`config.mk`:
```
export PLATFORM = sky130hd
export DESIGN_NAME = uart_tx_arbiter_flat
export DESIGN_NICKNAME = d
export VERILOG_FILES = /design/src/rtl/uart_tx_arbiter_pkg.sv /design/src/rtl/uart_tx_arbiter_if.sv /design/src/rtl/uart_tx_arbiter_rr_pick.sv /design/src/rtl/uart_tx_arbiter.sv /design/src/flat_wrapper.sv
export SDC_FILE = /design/constraint.sdc
export NUM_CORES = 1
export LEC_CHECK = 0
export CELL_PAD_IN_SITES_DETAIL_PLACEMENT = 0
export CELL_PAD_IN_SITES_GLOBAL_PLACEMENT = 1
export CORE_MARGIN = 1
export CORE_UTILIZATION = 36
export DETAILED_ROUTE_END_ITERATION = 8
export PLACE_DENSITY_LB_ADDON = 0.1
export SLEW_MARGIN = 5
export SYNTH_ARGS = -nofsm -noshare
export SYNTH_HDL_FRONTEND = slang
export SYNTH_SLANG_ARGS = --single-unit
```
`constraint.sdc`:
```
create_clock -name i_clk -period 2.85 [get_ports i_clk]
set_input_delay 0.4275 -clock i_clk [delete_from_list [all_inputs] [get_ports i_clk]]
set_output_delay 0.4275 -clock i_clk [all_outputs]
set_load 0.01 [all_outputs]
```
`src/rtl/uart_tx_arbiter_pkg.sv`:
```
// Shared types and constants for the uart_tx arbiter slice.
package uart_tx_arbiter_pkg;

  localparam int unsigned UART_DATA_W = 8;
  // Oversampling factor used by the simulation uart_tx model.
  localparam int unsigned BAUD_MULT   = 3;

  typedef enum logic [1:0] {
    ST_IDLE   = 2'd0,
    ST_LAUNCH = 2'd1,
    ST_SEND   = 2'd2,
    ST_GAP    = 2'd3
  } state_e;

  // Increment with wrap at n (n >= 1).
  function automatic int unsigned wrap_inc(input int unsigned v, input int unsigned n);
    return (v + 1 >= n) ? 0 : v + 1;
  endfunction

endpackage

```
`src/rtl/uart_tx_arbiter_if.sv`:
```
// Producer-side request bus plus uart_tx handshake, shared by arbiter and environment.
interface uart_tx_arbiter_if
  import uart_tx_arbiter_pkg::*;
#(
  parameter int unsigned NUM_REQ = 4,
  parameter int unsigned ID_W    = 2
);

  logic [NUM_REQ-1:0]             i_req_valid;
  logic [NUM_REQ*UART_DATA_W-1:0] i_req_data;
  logic [NUM_REQ-1:0]             i_req_last;
  logic [NUM_REQ-1:0]             o_req_ready;
  logic [UART_DATA_W-1:0]         o_tx_byte;
  logic                           o_tx_valid;
  logic                           i_tx_active;
  logic                           i_tx_done;
  logic [ID_W-1:0]                o_grant_id;
  logic                           o_locked;
  logic                           o_busy;
  logic                           o_err_timeout;

  // Arbiter side.
  modport master (
    input  i_req_valid, i_req_data, i_req_last, i_tx_active, i_tx_done,
    output o_req_ready, o_tx_byte, o_tx_valid, o_grant_id, o_locked, o_busy, o_err_timeout
  );

  // Producers and uart_tx side.
  modport slave (
    output i_req_valid, i_req_data, i_req_last, i_tx_active, i_tx_done,
    input  o_req_ready, o_tx_byte, o_tx_valid, o_grant_id, o_locked, o_busy, o_err_timeout
  );

endinterface

```
`src/rtl/uart_tx_arbiter_rr_pick.sv`:
```
// Combinational round-robin picker with optional lock to a single owner.
module uart_tx_arbiter_rr_pick #(
  parameter int unsigned NUM_REQ = 4,
  parameter int unsigned ID_W    = 2
) (
  input  logic [NUM_REQ-1:0] req,
  input  logic [ID_W-1:0]    ptr,
  input  logic               lock_en,
  input  logic [ID_W-1:0]    lock_id,
  output logic               hit,
  output logic [ID_W-1:0]    win_id
);

  // Locked: only the owner may win; otherwise first valid from ptr upward with wrap.
  always_comb begin
    int unsigned k;
    hit    = 1'b0;
    win_id = '0;
    k      = 0;
    if (lock_en) begin
      hit    = req[lock_id];
      win_id = lock_id;
    end else begin
      for (int unsigned i = 0; i < NUM_REQ; i++) begin
        k = (32'(ptr) + i) % NUM_REQ;
        if (!hit && req[ID_W'(k)]) begin
          hit    = 1'b1;
          win_id = ID_W'(k);
        end
      end
    end
  end

endmodule

```
`src/rtl/uart_tx_arbiter.sv`:
```
// Shares one uart_tx between NUM_REQ byte producers: per-byte round robin with message lock.
module uart_tx_arbiter
  import uart_tx_arbiter_pkg::*;
#(
  parameter int unsigned NUM_REQ        = 4,
  parameter int unsigned ID_W           = 2,
  parameter int unsigned LAUNCH_TIMEOUT = 64,
  parameter int unsigned GAP_CYCLES     = 0
) (
  input  logic             i_clk,
  input  logic             i_rst,
  uart_tx_arbiter_if.master bus
);

  localparam int unsigned CNT_MAX = (LAUNCH_TIMEOUT > GAP_CYCLES) ? LAUNCH_TIMEOUT : GAP_CYCLES;
  localparam int unsigned CNT_W   = $clog2(CNT_MAX + 1);

  state_e                 state_q, state_d;
  logic [CNT_W-1:0]       cnt_q, cnt_d;
  logic [ID_W-1:0]        ptr_q, ptr_d;
  logic                   lock_q, lock_d;
  logic [ID_W-1:0]        grant_q, grant_d;
  logic [UART_DATA_W-1:0] byte_q, byte_d;
  logic                   last_q, last_d;
  logic                   valid_q, valid_d;
  logic [NUM_REQ-1:0]     ready_q, ready_d;
  logic                   err_q, err_d;
  logic                   busy_q, busy_d;

  logic                   pick_hit;
  logic [ID_W-1:0]        pick_id;
  logic [UART_DATA_W-1:0] req_byte [NUM_REQ];

  // Unpack the flat producer data bus.
  for (genvar g = 0; g < NUM_REQ; g++) begin : g_unpack
    assign req_byte[g] = bus.i_req_data[g*UART_DATA_W +: UART_DATA_W];
  end

  // Lock owner is always the last grant, so grant_q doubles as the lock id.
  uart_tx_arbiter_rr_pick #(.NUM_REQ(NUM_REQ), .ID_W(ID_W)) u_pick (
    .req     (bus.i_req_valid),
    .ptr     (ptr_q),
    .lock_en (lock_q),
    .lock_id (grant_q),
    .hit     (pick_hit),
    .win_id  (pick_id)
  );

  // Next-state and registered-output logic.
  always_comb begin
    state_d = state_q;
    cnt_d   = cnt_q;
    ptr_d   = ptr_q;
    lock_d  = lock_q;
    grant_d = grant_q;
    byte_d  = byte_q;
    last_d  = last_q;
    valid_d = 1'b0;
    ready_d = '0;
    err_d   = 1'b0;
    case (state_q)
      ST_IDLE: begin
        if (!bus.i_tx_active && !bus.i_tx_done && pick_hit) begin
          grant_d          = pick_id;
          byte_d           = req_byte[pick_id];
          last_d           = bus.i_req_last[pick_id];
          ready_d[pick_id] = 1'b1;
          cnt_d            = '0;
          state_d          = ST_LAUNCH;
        end
      end
      ST_LAUNCH: begin
        if (bus.i_tx_active) begin
          state_d = ST_SEND;
        end else if (cnt_q == CNT_W'(LAUNCH_TIMEOUT)) begin
          err_d   = 1'b1;
          lock_d  = 1'b0;
          ptr_d   = ID_W'(wrap_inc(32'(grant_q), NUM_REQ));
          state_d = ST_IDLE;
        end else begin
          valid_d = 1'b1;
          cnt_d   = cnt_q + CNT_W'(1);
        end
      end
      ST_SEND: begin
        if (bus.i_tx_done) begin
          if (last_q) begin
            lock_d = 1'b0;
            ptr_d  = ID_W'(wrap_inc(32'(grant_q), NUM_REQ));
          end else begin
            lock_d = 1'b1;
          end
          cnt_d   = '0;
          state_d = (GAP_CYCLES != 0) ? ST_GAP : ST_IDLE;
        end
      end
      ST_GAP: begin
        if (32'(cnt_q) + 32'd1 >= GAP_CYCLES) begin
          state_d = ST_IDLE;
        end else begin
          cnt_d = cnt_q + CNT_W'(1);
        end
      end
      default: state_d = ST_IDLE;
    endcase
    busy_d = (state_d != ST_IDLE);
  end

  // State and output registers.
  always_ff @(posedge i_clk or posedge i_rst) begin
    if (i_rst) begin
      state_q <= ST_IDLE;
      cnt_q   <= '0;
      ptr_q   <= '0;
      lock_q  <= 1'b0;
      grant_q <= '0;
      byte_q  <= '0;
      last_q  <= 1'b0;
      valid_q <= 1'b0;
      ready_q <= '0;
      err_q   <= 1'b0;
      busy_q  <= 1'b0;
    end else begin
      state_q <= state_d;
      cnt_q   <= cnt_d;
      ptr_q   <= ptr_d;
      lock_q  <= lock_d;
      grant_q <= grant_d;
      byte_q  <= byte_d;
      last_q  <= last_d;
      valid_q <= valid_d;
      ready_q <= ready_d;
      err_q   <= err_d;
      busy_q  <= busy_d;
    end
  end

  assign bus.o_tx_valid    = valid_q;
  assign bus.o_tx_byte     = byte_q;
  assign bus.o_req_ready   = ready_q;
  assign bus.o_grant_id    = grant_q;
  assign bus.o_locked      = lock_q;
  assign bus.o_busy        = busy_q;
  assign bus.o_err_timeout = err_q;

endmodule

```
`src/flat_wrapper.sv`:
```
// flat-port wrapper written by rule: the top's interface ports become plain ports
module uart_tx_arbiter_flat import uart_tx_arbiter_pkg::*;
#(
  parameter int unsigned NUM_REQ        = 4,
  parameter int unsigned ID_W           = 2,
  parameter int unsigned LAUNCH_TIMEOUT = 64,
  parameter int unsigned GAP_CYCLES     = 0
)
  (i_clk, i_rst, bus_i_req_valid, bus_i_req_data, bus_i_req_last, bus_i_tx_active, bus_i_tx_done, bus_o_req_ready, bus_o_tx_byte, bus_o_tx_valid, bus_o_grant_id, bus_o_locked, bus_o_busy, bus_o_err_timeout);
  uart_tx_arbiter_if #(.NUM_REQ(NUM_REQ), .ID_W(ID_W)) bus_i ();
  input  logic i_clk;
  input  logic i_rst;
  input wire logic [$bits(bus_i.i_req_valid)-1:0] bus_i_req_valid;
  input wire logic [$bits(bus_i.i_req_data)-1:0] bus_i_req_data;
  input wire logic [$bits(bus_i.i_req_last)-1:0] bus_i_req_last;
  input wire logic [$bits(bus_i.i_tx_active)-1:0] bus_i_tx_active;
  input wire logic [$bits(bus_i.i_tx_done)-1:0] bus_i_tx_done;
  output wire logic [$bits(bus_i.o_req_ready)-1:0] bus_o_req_ready;
  output wire logic [$bits(bus_i.o_tx_byte)-1:0] bus_o_tx_byte;
  output wire logic [$bits(bus_i.o_tx_valid)-1:0] bus_o_tx_valid;
  output wire logic [$bits(bus_i.o_grant_id)-1:0] bus_o_grant_id;
  output wire logic [$bits(bus_i.o_locked)-1:0] bus_o_locked;
  output wire logic [$bits(bus_i.o_busy)-1:0] bus_o_busy;
  output wire logic [$bits(bus_i.o_err_timeout)-1:0] bus_o_err_timeout;
  assign bus_i.i_req_valid = bus_i_req_valid;
  assign bus_i.i_req_data = bus_i_req_data;
  assign bus_i.i_req_last = bus_i_req_last;
  assign bus_i.i_tx_active = bus_i_tx_active;
  assign bus_i.i_tx_done = bus_i_tx_done;
  assign bus_o_req_ready = bus_i.o_req_ready;
  assign bus_o_tx_byte = bus_i.o_tx_byte;
  assign bus_o_tx_valid = bus_i.o_tx_valid;
  assign bus_o_grant_id = bus_i.o_grant_id;
  assign bus_o_locked = bus_i.o_locked;
  assign bus_o_busy = bus_i.o_busy;
  assign bus_o_err_timeout = bus_i.o_err_timeout;
  uart_tx_arbiter #(.NUM_REQ(NUM_REQ), .ID_W(ID_W), .LAUNCH_TIMEOUT(LAUNCH_TIMEOUT), .GAP_CYCLES(GAP_CYCLES)) u_core (.i_clk(i_clk), .i_rst(i_rst), .bus(bus_i));
endmodule
```
* Word-level counts from Yosys, hierarchy flattened *
Index checks and enable logic that the tools add are counted.

storage, ports and cells
  memories kept = 0
  word-level logic and storage cells = 118
  bits of input ports = 44
  memory bits (writable) = 0
  output and inout bits = 18
  memory bits (read-only) = 0
  bits in latches = 0
  flip-flop bits (word level) = 30

operators by class
  muxes and demuxes = 61
  equality and inequality tests = 11
  order comparisons = 10
  divide/modulo/power cells = 0
  shifts and indexed selects = 0
  multipliers = 0
  reduce and logical (&&, ||, !) cells = 18
  bitwise logic cells = 1
  add/subtract/negate cells = 6

operators by type and width
  kind                                                                number
  two-way mux 7 bit                                                   5
  greater-or-equal comparator 32 x 1 -> 1 bit, second input constant  1
  two-way mux 2 bit                                                   15
  case mux 7 bit (4 select lines)                                     1
  two-way mux 1 bit                                                   25
  less-than comparator 2 x 3 -> 1 bit, second input constant          6
  binary-select mux 8 bit (select 2 bit)                              1
  two-way mux 8 bit                                                   2
  binary-select mux 1 bit (select 2 bit)                              6
  AND reduction 5 bit                                                 2
  adder 7 x 1 -> 8 bit, second input constant                         1
  two-way mux 4 bit                                                   2
  inequality test 2 bit, second input constant                        4
  case mux 2 bit (4 select lines)                                     1
  adder 7 x 1 -> 7 bit, second input constant                         1
  equality test 7 bit, second input constant                          1
  greater-or-equal comparator 3 bit, second input constant            2
  logical AND 1 bit                                                   6
  inequality test 2 x 1 -> 1 bit, second input constant               3
  logical NOT 1 bit                                                   5
  adder 2 bit, second input constant                                  2
  equality test 2 bit, second input constant                          2
  case mux 2 bit (2 select lines)                                     1
  AND reduction 4 bit                                                 1
  other kinds (10)                                                    11

* Longest topological paths before layout *
  depth in word-level cells = 22
  gate-level depth with buffers = 8

* Cells and area by module *
A second synthesis with hierarchy kept.

unflattened totals
  cell total of the unflattened synthesis = 172
  area total of the unflattened synthesis = 1744.2 µm²

by module, submodules not included
  module                   area an instance (µm²)  cells an instance  seq. area each (µm²)  instances
  uart_tx_arbiter          1521.5                  141                750.7                 1
  uart_tx_arbiter_rr_pick  222.7                   31                 0.0                   1

* Least setup slack after synthesis *
No wires, ideal clock.

  path kind = register to register
  from = register u_core.lock_q, in the netlist u_core.bus.o_locked
  to = register u_core.byte_q[0], in the netlist u_core.bus.o_tx_byte[0]
  arrival time = 1.749 ns
  slack = 0.969 ns
  stages on the path, launching flop included = 9
  path buffers = 3
  clock period less this slack = 1.881 ns
  setup time = 0.132 ns
  cell sequence = dfrtp_1 buf_6 or4_4 o21ai_2 or2_1 buf_6 nand2b_4 buf_12 o221ai_2

between the ends
  cells in the longest elaborated chain, start to end = 5

RTL lines
  what                                                   line                           source
  start, declared                                        uart_tx_arbiter.sv:21          logic lock_q, lock_d;
  start signal, assigned                                 uart_tx_arbiter.sv:127         lock_q <= lock_d;
  two-way mux 2 bit                                      uart_tx_arbiter_rr_pick.sv:20  if (lock_en) begin
  NOT 2 -> 3 bit (not written as such)                   uart_tx_arbiter.sv:65          byte_d = req_byte[pick_id];
  binary-select mux 8 bit (select 2 bit)                 uart_tx_arbiter.sv:65
  two-way mux 8 bit (not written as such) (2 in series)  uart_tx_arbiter.sv:65
  end signal, assigned                                   uart_tx_arbiter.sv:129         byte_q <= byte_d;
  end, declared                                          uart_tx_arbiter.sv:23          logic [UART_DATA_W-1:0] byte_q, byte_d;

Several ways; a longest one is shown, not always the timed one. The select of a mux whose other input is x is not followed.
A chain may end at the register's enable or synchronous reset.

* Worst setup path in the final report *
  from = input port bus_i_req_valid[0]
  to = register u_core.byte_q[7], in the netlist u_core.bus.o_tx_byte[7]

between the ends
  cells in the longest elaborated chain, start to end = 20

RTL lines
  what                                                   line                           source
  start, declared                                        flat_wrapper.sv:13             input wire logic [$bits(bus_i.i_req_valid)-1:0] bus_i_req_valid;
  binary-select mux 1 bit (select 2 bit)                 uart_tx_arbiter_rr_pick.sv:26  if (!hit && req[ID_W'(k)]) begin
  two-way mux 1 bit (not written as such)                uart_tx_arbiter_rr_pick.sv:26
  two-way mux 1 bit                                      uart_tx_arbiter_rr_pick.sv:26
  two-way mux 1 bit                                      uart_tx_arbiter_rr_pick.sv:20
  logical NOT 1 bit                                      uart_tx_arbiter_rr_pick.sv:26
  logical AND 1 bit                                      uart_tx_arbiter_rr_pick.sv:26
  two-way mux 1 bit                                      uart_tx_arbiter_rr_pick.sv:26
  two-way mux 1 bit                                      uart_tx_arbiter_rr_pick.sv:20
  [3 not listed]                                         -
  two-way mux 1 bit                                      uart_tx_arbiter_rr_pick.sv:20
  logical NOT 1 bit                                      uart_tx_arbiter_rr_pick.sv:26
  logical AND 1 bit                                      uart_tx_arbiter_rr_pick.sv:26
  two-way mux 2 bit                                      uart_tx_arbiter_rr_pick.sv:26
  two-way mux 2 bit                                      uart_tx_arbiter_rr_pick.sv:20
  NOT 2 -> 3 bit (not written as such)                   uart_tx_arbiter.sv:65
  binary-select mux 8 bit (select 2 bit)                 uart_tx_arbiter.sv:65
  two-way mux 8 bit (not written as such) (2 in series)  uart_tx_arbiter.sv:65

Several ways; a longest one is shown, not always the timed one. The select of a mux whose other input is x is not followed.

==> results list <==
- Together, buffers and inverters on the worst path number 1.
- Hold repair after CTS inserted 0 buffers.
- The first global-routing pass estimated 6527 microns of wire.
- Min-Delay Path Class: reg -> reg
- Final worst path period share: 0.7774
- Tot Pwr: between 0.0015 and 0.002 W
- From left edge to right edge, the die measures between 70 and 80 microns.
- Latest clock arrival within the worst-skew pair: between 0.2 and 0.3 ns
- Startpoint of the tightest hold check path: u_core.bus.o_tx_byte[2]$_DFFE_PP0P_
* DRC errors left: 0
* Overall die area: between 5000 and 6000 sq um
- Synthesis produced about 160 cells.
- Averaged over all synthesized cells, the footprint is approximately 11 sq um.
* Total CTS buffers: 5
* Synthesized flop and latch total: 30
- The routed design could run at a clock period as short as between 2 and 2.5 ns.
- The worst pin sits at a relative slew slack of 0.6908.
- The clock passes through at most 2 buffers.
- For the pin with the worst max-slew slack, the measured transition is 0.4598 ns.
- Total half-perimeter wirelength after legalization and detailed placement: between 2000 and 3000 microns
- Final Setup Violations: 0
- The pre-antenna-repair detailed-routing pass consisted of 6 iterations.
- Clock-pin slew was measured on the worst setup and hold paths at 0.06 ns.
- Cell type group with the largest total delay on the critical path: simple AND/OR/NAND/NOR gates
- Entering global routing, the biggest net connects 31 pins.
* Routed vias: ~1400
* Number of diodes added for antenna fixing: 0
* Sequential fraction of the synthesis area: 0.4392
* Most common cell after layout, fill and taps aside: clkdlybuf4s50_1
- Summing every instance area after synthesis gives approximately 1700 sq um.
- Initial core utilization: 0.3846
- Startpoint type of the worst setup path: input port
* Count of distinct cell types in the synthesized netlist: 36
* TritonCTS clock tree: built
- Most frequent cells in the layout: clkdlybuf4s50_1, dfrtp_1, nand2_1, mux2i_1
* Slowest cell delay on critical path: approximately 0.53 ns
- Adding up every negative setup slack in the final design gives 0 ns.
- Critical-path maximum fanout: 11
* Total overflow reported by the global router: 0
- Outcome: finished clean
- Start point of the critical path: bus_i_req_valid[0]
- Input and output buffers added on the ports amount to just over 60.
* WP data required: roughly 3.0 ns
* Final clock skew: approximately 0.0023 ns
- In this run the core area contains 24 standard-cell rows.
- Number of antenna violations at the first check in global routing: 0
- The final number of hold-violating endpoints is 0.
- The number of nets handed over by synthesis was approximately 200.
- The number of global-route vias before repair was between 1000 and 1500.
- The worst setup path is captured at a register.
- Filler Cell Count: between 300 and 400
- Across the run, the number of max-cap violations was 0.
- After layout, the worst setup slack is about 0.63 ns.
* Crit path arrival time: between 2 and 2.5 ns
- Die height: 70.90 microns
* Core box area: between 4000 and 5000 sq um
* Static Leak: around 1.1 nW
* Final wirelength: 3883 microns
* All-layer global routing usage: 0.1680
- Unrepaired setup endpoints after global routing: no
- The finished cells cover around 2400 sq um.
- For this run, the number of Yosys warnings is 0.
* Critical path type: in -> reg
- The clock net in this run drives a total of 30 sinks.
- Total Nets Final: approximately 270
- Critical-path cell list: clkdlybuf4s50_1 -> mux4_1 -> nor2b_1 -> or2_1 -> nand2b_4 -> o221ai_1
- The placed instances occupy a cell area of around 2300 sq um.
- OpenSTA, run right after detailed placement, puts the worst setup slack at approximately 0.31 ns.
- In this run the critical register-to-register path is launched from u_core.bus.o_grant_id[1]$_DFFE_PP0P_.
- After detailed routing, the average wire length per cell comes to approximately 14 microns.
* Remaining antenna violation count: 0
* H-Tree Level Count: 2
- PwrDens: about 800 nW/um^2
- The tree is rooted in a clkbuf_8.
- From synthesis to final layout, the design area changed by 41.36%.
* Number of gates resized after CTS: 0
- Buffers inserted during post-CTS setup optimization: 0
- Worst voltage drop across the vdd grid: approximately 0.43 mV
* Post-DR vias/cell: roughly 5.1
* Achievable clock frequency: around 450 MHz
* Final Max Tran Viols: 0
* Share of cells above drive strength 1: 0.1131
- During I/O placement, the number of pins put on the boundary was 62.
- At the end of routability-driven placement, the weighted congestion stood at 0.8351.
* CP max stage cell: mux4_1
- Drt initial violations: 39
[registers in the layout, indices dropped and copies added (netlist names)]
register / flops
u_core.last_q: 1
u_core.cnt_q: 7
u_core.bus.o_tx_valid: 1
u_core.bus.o_err_timeout: 1
u_core.bus.o_grant_id: 2
u_core.bus.o_tx_byte: 8
u_core.state_q: 2
u_core.bus.o_busy: 1
u_core.bus.o_locked: 1
u_core.ptr_q: 2
u_core.bus.o_req_ready: 4
[area by class of cell]
class                   instances  area, sq um  area share
repair buffers                 64        633.1      0.2620
well taps                      52        65.06     0.02693
clock buffers                   7        86.33     0.03573
inverters                       6        22.52    0.009322
flip-flops and latches         30        750.7      0.3107
multi-input cells             113        853.3      0.3532
clock inverters                 1        5.005    0.002071
[path summary, 6_finish.rpt]
kind / endpoint / slack [ns] / cells after the start
worst max-delay path: u_core.bus.o_tx_byte[7]$_DFFE_PP0P_ / 0.63 / 6
worst max register to register: u_core.bus.o_tx_byte[7]$_DFFE_PP0P_ / 0.77 / 5
min in group asynchronous: u_core.bus.o_tx_valid$_DFF_PP0_ / 0.52 / 3
worst min-delay path: u_core.bus.o_tx_byte[2]$_DFFE_PP0P_ / 0.49 / 2
max in group asynchronous: u_core.bus.o_tx_byte[2]$_DFFE_PP0P_ / 2.05 / 3
worst min register to register: u_core.bus.o_tx_byte[2]$_DFFE_PP0P_ / 0.49 / 2
[logic make-up (layout without fill, tap and decap cells)]
logic type,count (synthesis),count (layout),share of synthesized area
AO/OA/AOI/OAI,34,34,0.1713
adder cells (fa/ha/maj),3,3,0.02196
buffers and inverters,14,78,0.06149
flip-flops,30,30,0.4392
multiplexers,25,25,0.1581
AND/OR/NAND/NOR,51,51,0.1479
[per-layer routing]
layer  vias to the layer above  wire length, microns  global-route usage
li1                        696                     -                   -
met3                         4                   213             0.05983
met1                       650                  1684              0.1966
met5                         -                     0                   0
met2                        39                  1950              0.2895
met4                         0                    34             0.05111
[cell usage after synthesis (all sizes together)]
cell type	instances	area, sq um
and3	2	12.51
o31ai	4	30.03
nor4	2	12.51
mux2	3	33.78
o41a	1	11.26
nand2	21	78.83
a21boi	1	7.510
a21oi	2	10.01
buf	8	82.58
a31oi	2	12.51
ha	3	37.54
or4	1	11.26
o21ai	11	58.81
nand3b	1	7.510
mux4	1	26.28
or2	3	21.27
o221ai	9	128.9
o22ai	1	6.260
a311o	1	10.01
o211a	1	10.01
nand3	3	15.01
nor3	1	5.000
dfrtp	30	750.7
nand2b	4	32.53
nor2	10	37.54
mux2i	21	210.2
a21o	1	7.510
nor2b	3	18.77
inv	6	22.52
[tightest hold or removal path: stages (launching register included)]
cell and delay, ns:
dfrtp_1 0.34, nand2_1 0.06, o221ai_2 0.05
[where the power goes]
| part | internal, W | switching [W] | total [W] |
|---|---|---|---|
| registers | 0.000560 | 0.000124 | 0.000684 |
| clock network | 0.000195 | 0.000155 | 0.000349 |
| logic | 0.000508 | 0.000435 | 0.000943 |
| total | 0.00126 | 0.000714 | 0.00198 |
[metrics by stage]
stage	hold WS [ns]	util	cells
finish	0.4934	0.5436	273
global route	0.5148	0.5436	273
CTS	0.5014	0.5436	273
detailed placement	0.4827	0.5231	265
global placement	0.4797	0.5231	265
floorplan	0.4641	-	157
(Power assumes the default switching activity.)
